===== config.mk =====
export PLATFORM = sky130hd
export DESIGN_NAME = alu
export DESIGN_NICKNAME = d
export VERILOG_FILES = /design/src/rtl/alu.sv
export SDC_FILE = /design/constraint.sdc
export NUM_CORES = 1
export LEC_CHECK = 0
export CORE_MARGIN = 3
export CORE_UTILIZATION = 30
export CTS_CLUSTER_SIZE = 28
export DETAILED_ROUTE_END_ITERATION = 10
export PLACE_DENSITY_LB_ADDON = 0.15
export SLEW_MARGIN = 25
export SYNTH_ARGS = -nofsm -noshare
export SYNTH_HDL_FRONTEND = slang
export SYNTH_SLANG_ARGS = --single-unit

===== constraint.sdc =====
create_clock -name clk -period 6.5 [get_ports clk]
set_input_delay 1.3 -clock clk [delete_from_list [all_inputs] [get_ports clk]]
set_output_delay 1.3 -clock clk [all_outputs]
set_load 0.01 [all_outputs]

===== src/rtl/alu.sv =====
// RV32 execute-stage ALU: combinational result/zero plus a registered copy
// for the pipeline register path.
module alu #(
    parameter int WIDTH = 32
) (
    input  logic             clk,
    input  logic             rst,
    input  logic [WIDTH-1:0] op1,
    input  logic [WIDTH-1:0] op2,
    input  logic [3:0]       alu_op,
    input  logic             en,
    output logic [WIDTH-1:0] result,
    output logic             zero,
    output logic [WIDTH-1:0] result_q,
    output logic             zero_q
);

    localparam logic [3:0] OP_AND = 4'b0000;
    localparam logic [3:0] OP_OR  = 4'b0001;
    localparam logic [3:0] OP_ADD = 4'b0010;
    localparam logic [3:0] OP_SLT = 4'b0100;
    localparam logic [3:0] OP_XOR = 4'b0101;
    localparam logic [3:0] OP_SUB = 4'b0110;
    localparam logic [3:0] OP_SRL = 4'b1000;
    localparam logic [3:0] OP_SLL = 4'b1001;
    localparam logic [3:0] OP_SRA = 4'b1010;

    localparam int MSB = WIDTH - 1;

    // One adder serves ADD, SUB and SLT; SLT reads the sign of op1 - op2.
    logic             use_sub;
    logic [WIDTH-1:0] addend;
    logic [WIDTH-1:0] sum;
    logic             slt_lt;

    assign use_sub = (alu_op == OP_SUB) || (alu_op == OP_SLT);
    assign addend  = use_sub ? ~op2 : op2;
    assign sum     = op1 + addend + {{(WIDTH-1){1'b0}}, use_sub};

    // Differing signs decide directly; otherwise the difference cannot overflow.
    assign slt_lt = (op1[MSB] != op2[MSB]) ? op1[MSB] : sum[MSB];

    // Single right barrel shifter; SLL runs it on the bit-reversed operand.
    logic [4:0]       shamt;
    logic             fill;
    logic [WIDTH-1:0] op1_rev;
    logic [WIDTH-1:0] sh_in;
    logic [WIDTH-1:0] sh_s0;
    logic [WIDTH-1:0] sh_s1;
    logic [WIDTH-1:0] sh_s2;
    logic [WIDTH-1:0] sh_s3;
    logic [WIDTH-1:0] sh_out;
    logic [WIDTH-1:0] sh_out_rev;

    assign shamt = op2[4:0];
    assign fill  = (alu_op == OP_SRA) ? op1[MSB] : 1'b0;

    always_comb begin
        op1_rev = '0;
        for (int i = 0; i < WIDTH; i++) begin
            op1_rev[i] = op1[MSB-i];
        end
    end

    assign sh_in  = (alu_op == OP_SLL) ? op1_rev : op1;
    assign sh_s0  = shamt[0] ? {fill,         sh_in[MSB:1]}  : sh_in;
    assign sh_s1  = shamt[1] ? {{2{fill}},    sh_s0[MSB:2]}  : sh_s0;
    assign sh_s2  = shamt[2] ? {{4{fill}},    sh_s1[MSB:4]}  : sh_s1;
    assign sh_s3  = shamt[3] ? {{8{fill}},    sh_s2[MSB:8]}  : sh_s2;
    assign sh_out = shamt[4] ? {{16{fill}},   sh_s3[MSB:16]} : sh_s3;

    always_comb begin
        sh_out_rev = '0;
        for (int i = 0; i < WIDTH; i++) begin
            sh_out_rev[i] = sh_out[MSB-i];
        end
    end

    always_comb begin
        result = '0;
        unique case (alu_op)
            OP_AND:  result = op1 & op2;
            OP_OR:   result = op1 | op2;
            OP_ADD:  result = sum;
            OP_SUB:  result = sum;
            OP_SLT:  result = {{(WIDTH-1){1'b0}}, slt_lt};
            OP_XOR:  result = op1 ^ op2;
            OP_SRL:  result = sh_out;
            OP_SLL:  result = sh_out_rev;
            OP_SRA:  result = sh_out;
            default: result = '0;
        endcase
    end

    assign zero = (result == '0);

    always_ff @(posedge clk) begin
        if (rst) begin
            result_q <= '0;
            zero_q   <= 1'b1;
        end else if (en) begin
            result_q <= result;
            zero_q   <= zero;
        end
    end

endmodule


==> impl_metrics.tcl <==
set metrics [dict create \
    nets 1924 \
    max_freq_mhz 155 \
    fillers 2996 \
    dieArea_um2 32000 \
    htreeDepth 2 \
    finalSetupViolations 0 \
    period_needed_ns 6.46 \
    hold_class "register to register" \
    period_share_pct 99.3 \
    post_synth_xor_area_fraction_pct 4.98 \
    synth_area_um2 8980 \
    ir_drop_v 0.000108 \
    yosys.area_share.adder_pct 13.3 \
    drive_above_1_share_pct 35.4 \
    port_buffers 136 \
    critPathRequiredTime_ns 6.68 \
    finalCoreUtilization_pct 50.1 \
    drc 0 \
    grt_pass1_vias 11900 \
    drv_cap 0 \
    dp_cells 2105 \
    synthTopCellsByCount "131 x nor2_1, 94 x ha_1, 92 x inv_1" \
    cts.hold.buffers_added 0 \
    crit_fanout 17 \
    cts_tree "done" \
    crit_end "zero_q" \
    path_class "input pin to register" \
    cts_buffers 5 \
    antenna_left 0 \
    grt-ovfl-total 0 \
    cellPowerDensity_nw_per_um2 127 \
    cp-startpoint "alu_op[1]" \
    place_ws_ns -0.846 \
    clkLatencyLatePin_ns 0.27 \
    syn_nets 1400 \
    relSlewSlack_pct 27.7 \
    ys_async_sr_fraction_pct 0 \
    post-dp-hpwl_um 45400 \
    worstReg2RegEnd "result_q[25]" \
    initialDrtViolationCount 1378 \
    ios 137 \
    instances_no_fill 2143 \
    ys.flop_type "dfxtp_1" \
    worst_pin_slew_ns 1.07 \
    syn_area_per_cell_um2 7.28 \
    gp_congestion 1.01 \
    power_leakage_nw 6.71 \
    end_kind "register" \
    r2r_setup_slack_ns 5.71 \
    rr_worst_depth 2 \
    start_util_pct 30.9 \
    synth-compound-area-share_pct 30.9 \
    synth_seq_cells 33 \
    antenna_found_initial 1 \
    die_w_um 179 \
    yosysMostFrequentCell "nor2_1" \
    cts_sinks 33 \
    yosys.area.top_type "ha_1" \
    netlist_instances 1234 \
    rows 62 \
    vias_per_cell 5.78 \
    coreArea_um2 29100 \
    grt_max_degree 52 \
    clockRootBuffer "clkbuf_16" \
    rsz0062_at_grt "true" \
    grt_pass1_wl_um 78200 \
    ys_top_cells_by_area "ha_1 13%, dfxtp_1 7.4%, mux4_2 5.8%, nor2_1 5.5%, mux2i_1 5.5%" \
    muxShareOfSynthArea_pct 14.0 \
    status "complete, no violations" \
    antennaDiodeCount 0 \
    skew_ns 0 \
    yosysWarnings 0 \
    synthSimpleGateAreaFrac_pct 20.3 \
    clk_pin_slew_worst_paths_ns 0.06 \
    via_count 12400 \
    grtUsageTotal_pct 32.8 \
    synth_cell_types 91 \
    wl_per_cell_um 25.3 \
    slew_violations 0 \
    ys_seq_area_share_pct 7.36 \
    synth_top_family_by_area "compound AO/OA/AOI/OAI gates" \
    setup_ws_ns 0.0423 \
    finalPower_mw 1.86 \
    rr_startpoint "result_q[25]" \
    synth-edff-count 0 \
    synth_top_cell_area_share_pct 13.1 \
    drtPass1Iterations 6 \
    area_delta_synth_final_pct 62.2 \
    clock_path_buffers 2 \
    drt_wl_total_um 54100 \
    whs_path_depth 2 \
    arrival_ns 6.64 \
    die_height_um 179 \
    hold_violations 0 \
    startpoint_type "input pin" \
]
state kept, by name (all words and copies together), names as in the netlist:
name      count
result_q     32
zero_q        1
metrics by stage:
| step | setup TNS (ns) | area (µm²) | hold WS, ns |
|---|---|---|---|
| after floorplan | 0 | 8980 | 0.502 |
| after detailed placement | -4.65 | 13800 | 0.473 |
| after global routing | -0.135 | 14600 | 0.494 |
| final | 0 | 14600 | 0.478 |
| after CTS | 0 | 14300 | 0.480 |
| after global placement | -4.61 | 13800 | 0.459 |
how the worst min path moves through the flow:
stage                 from     endpoint
6_report       result_q[8]  result_q[8]
2_1_floorplan  result_q[0]  result_q[0]
3_3_place_gp        zero_q       zero_q
3_5_place_dp   result_q[0]  result_q[0]
4_1_cts        result_q[0]  result_q[0]
5_1_grt        result_q[0]  result_q[0]
placed cells by master, fill, tap and decap left out, drive strengths merged, types with 6 or more instances in the layout:
cell type,n
o2111ai,6
nor4,12
or2,8
xor2,7
a22oi,25
nand4,15
o22ai,20
o211ai,11
dfxtp,33
mux2i,50
a221oi,22
inv,93
a211oi,43
o21a,10
o21ai,62
nor2,131
a21o,9
clkbuf,7
buf,482
nor2b,7
a211o,10
a21oi,76
a31oi,9
xnor2,44
nand2b,7
nand2,88
o221ai,15
nor3,39
nand3,36
mux4,23
clkdlybuf4s50,123
o31ai,10
and2,9
mux2,19
and3,7
ha,94
a32oi,9
worst max-delay path, cell delays in order:
cell and delay (ns):
clkdlybuf4s50_1 0.45, nand4bb_4 0.24, buf_12 0.19, buf_4 0.17, mux2i_1 0.24, a21oi_1 0.40
a21oi_2 0.18, a211o_1 0.31, a211o_1 0.33, nor4_2 0.30, nand4_1 0.17, nor4_2 0.30
nand3_1 0.14, buf_4 0.16, buf_4 0.12, buf_4 0.12, buf_4 0.12, buf_4 0.12
buf_4 0.13, buf_4 0.12, buf_4 0.12, buf_4 0.12, buf_4 0.12, buf_4 0.12
buf_4 0.12, buf_4 0.12, o41ai_2 0.28
timing repair:
item	in CTS	in global routing
cloned	1	0
pin swaps	24	27
setup endpoints to repair	20	14
buffers inserted	20	9
resized for setup	60	39
final cells by class:
class / count / area (µm²) / share of cell area (%)
Timing Repair Buffer: 614 / 5070 / 34.8
Clock buffer: 5 / 125 / 0.859
Clock inverter: 3 / 17.5 / 0.120
Inverter: 93 / 349 / 2.40
Multi-Input combinational cell: 1011 / 7860 / 54.0
Tap cell: 384 / 480 / 3.30
Sequential cell: 33 / 661 / 4.54
power by group:
group / leakage, nW / internal (mW) / switching [mW]
Clock: 0.0696 / 0.140 / 0.0838
Sequential: 0.273 / 0.218 / 0.00749
Combinational: 6.37 / 0.665 / 0.741
cell families after synthesis:
| family | Yosys count |
|---|---|
| compound gates | 393 |
| simple gates | 380 |
| buf+inv | 190 |
| fa+ha+maj | 95 |
| mux | 92 |
| xor+xnor | 51 |
| flops | 33 |
routing by layer:
| metal | GRT usage, % | up-vias | share of wire, % |
|---|---|---|---|
| met5 | 0 | - | 0.024 |
| met4 | 9.19 | 2 | 3.5 |
| met3 | 3.90 | 83 | 8.1 |
| met2 | 53.3 | 627 | 45 |
| met1 | 45.8 | 5974 | 43 |
| li1 | - | 5708 | - |
(Power assumes the default switching activity.)
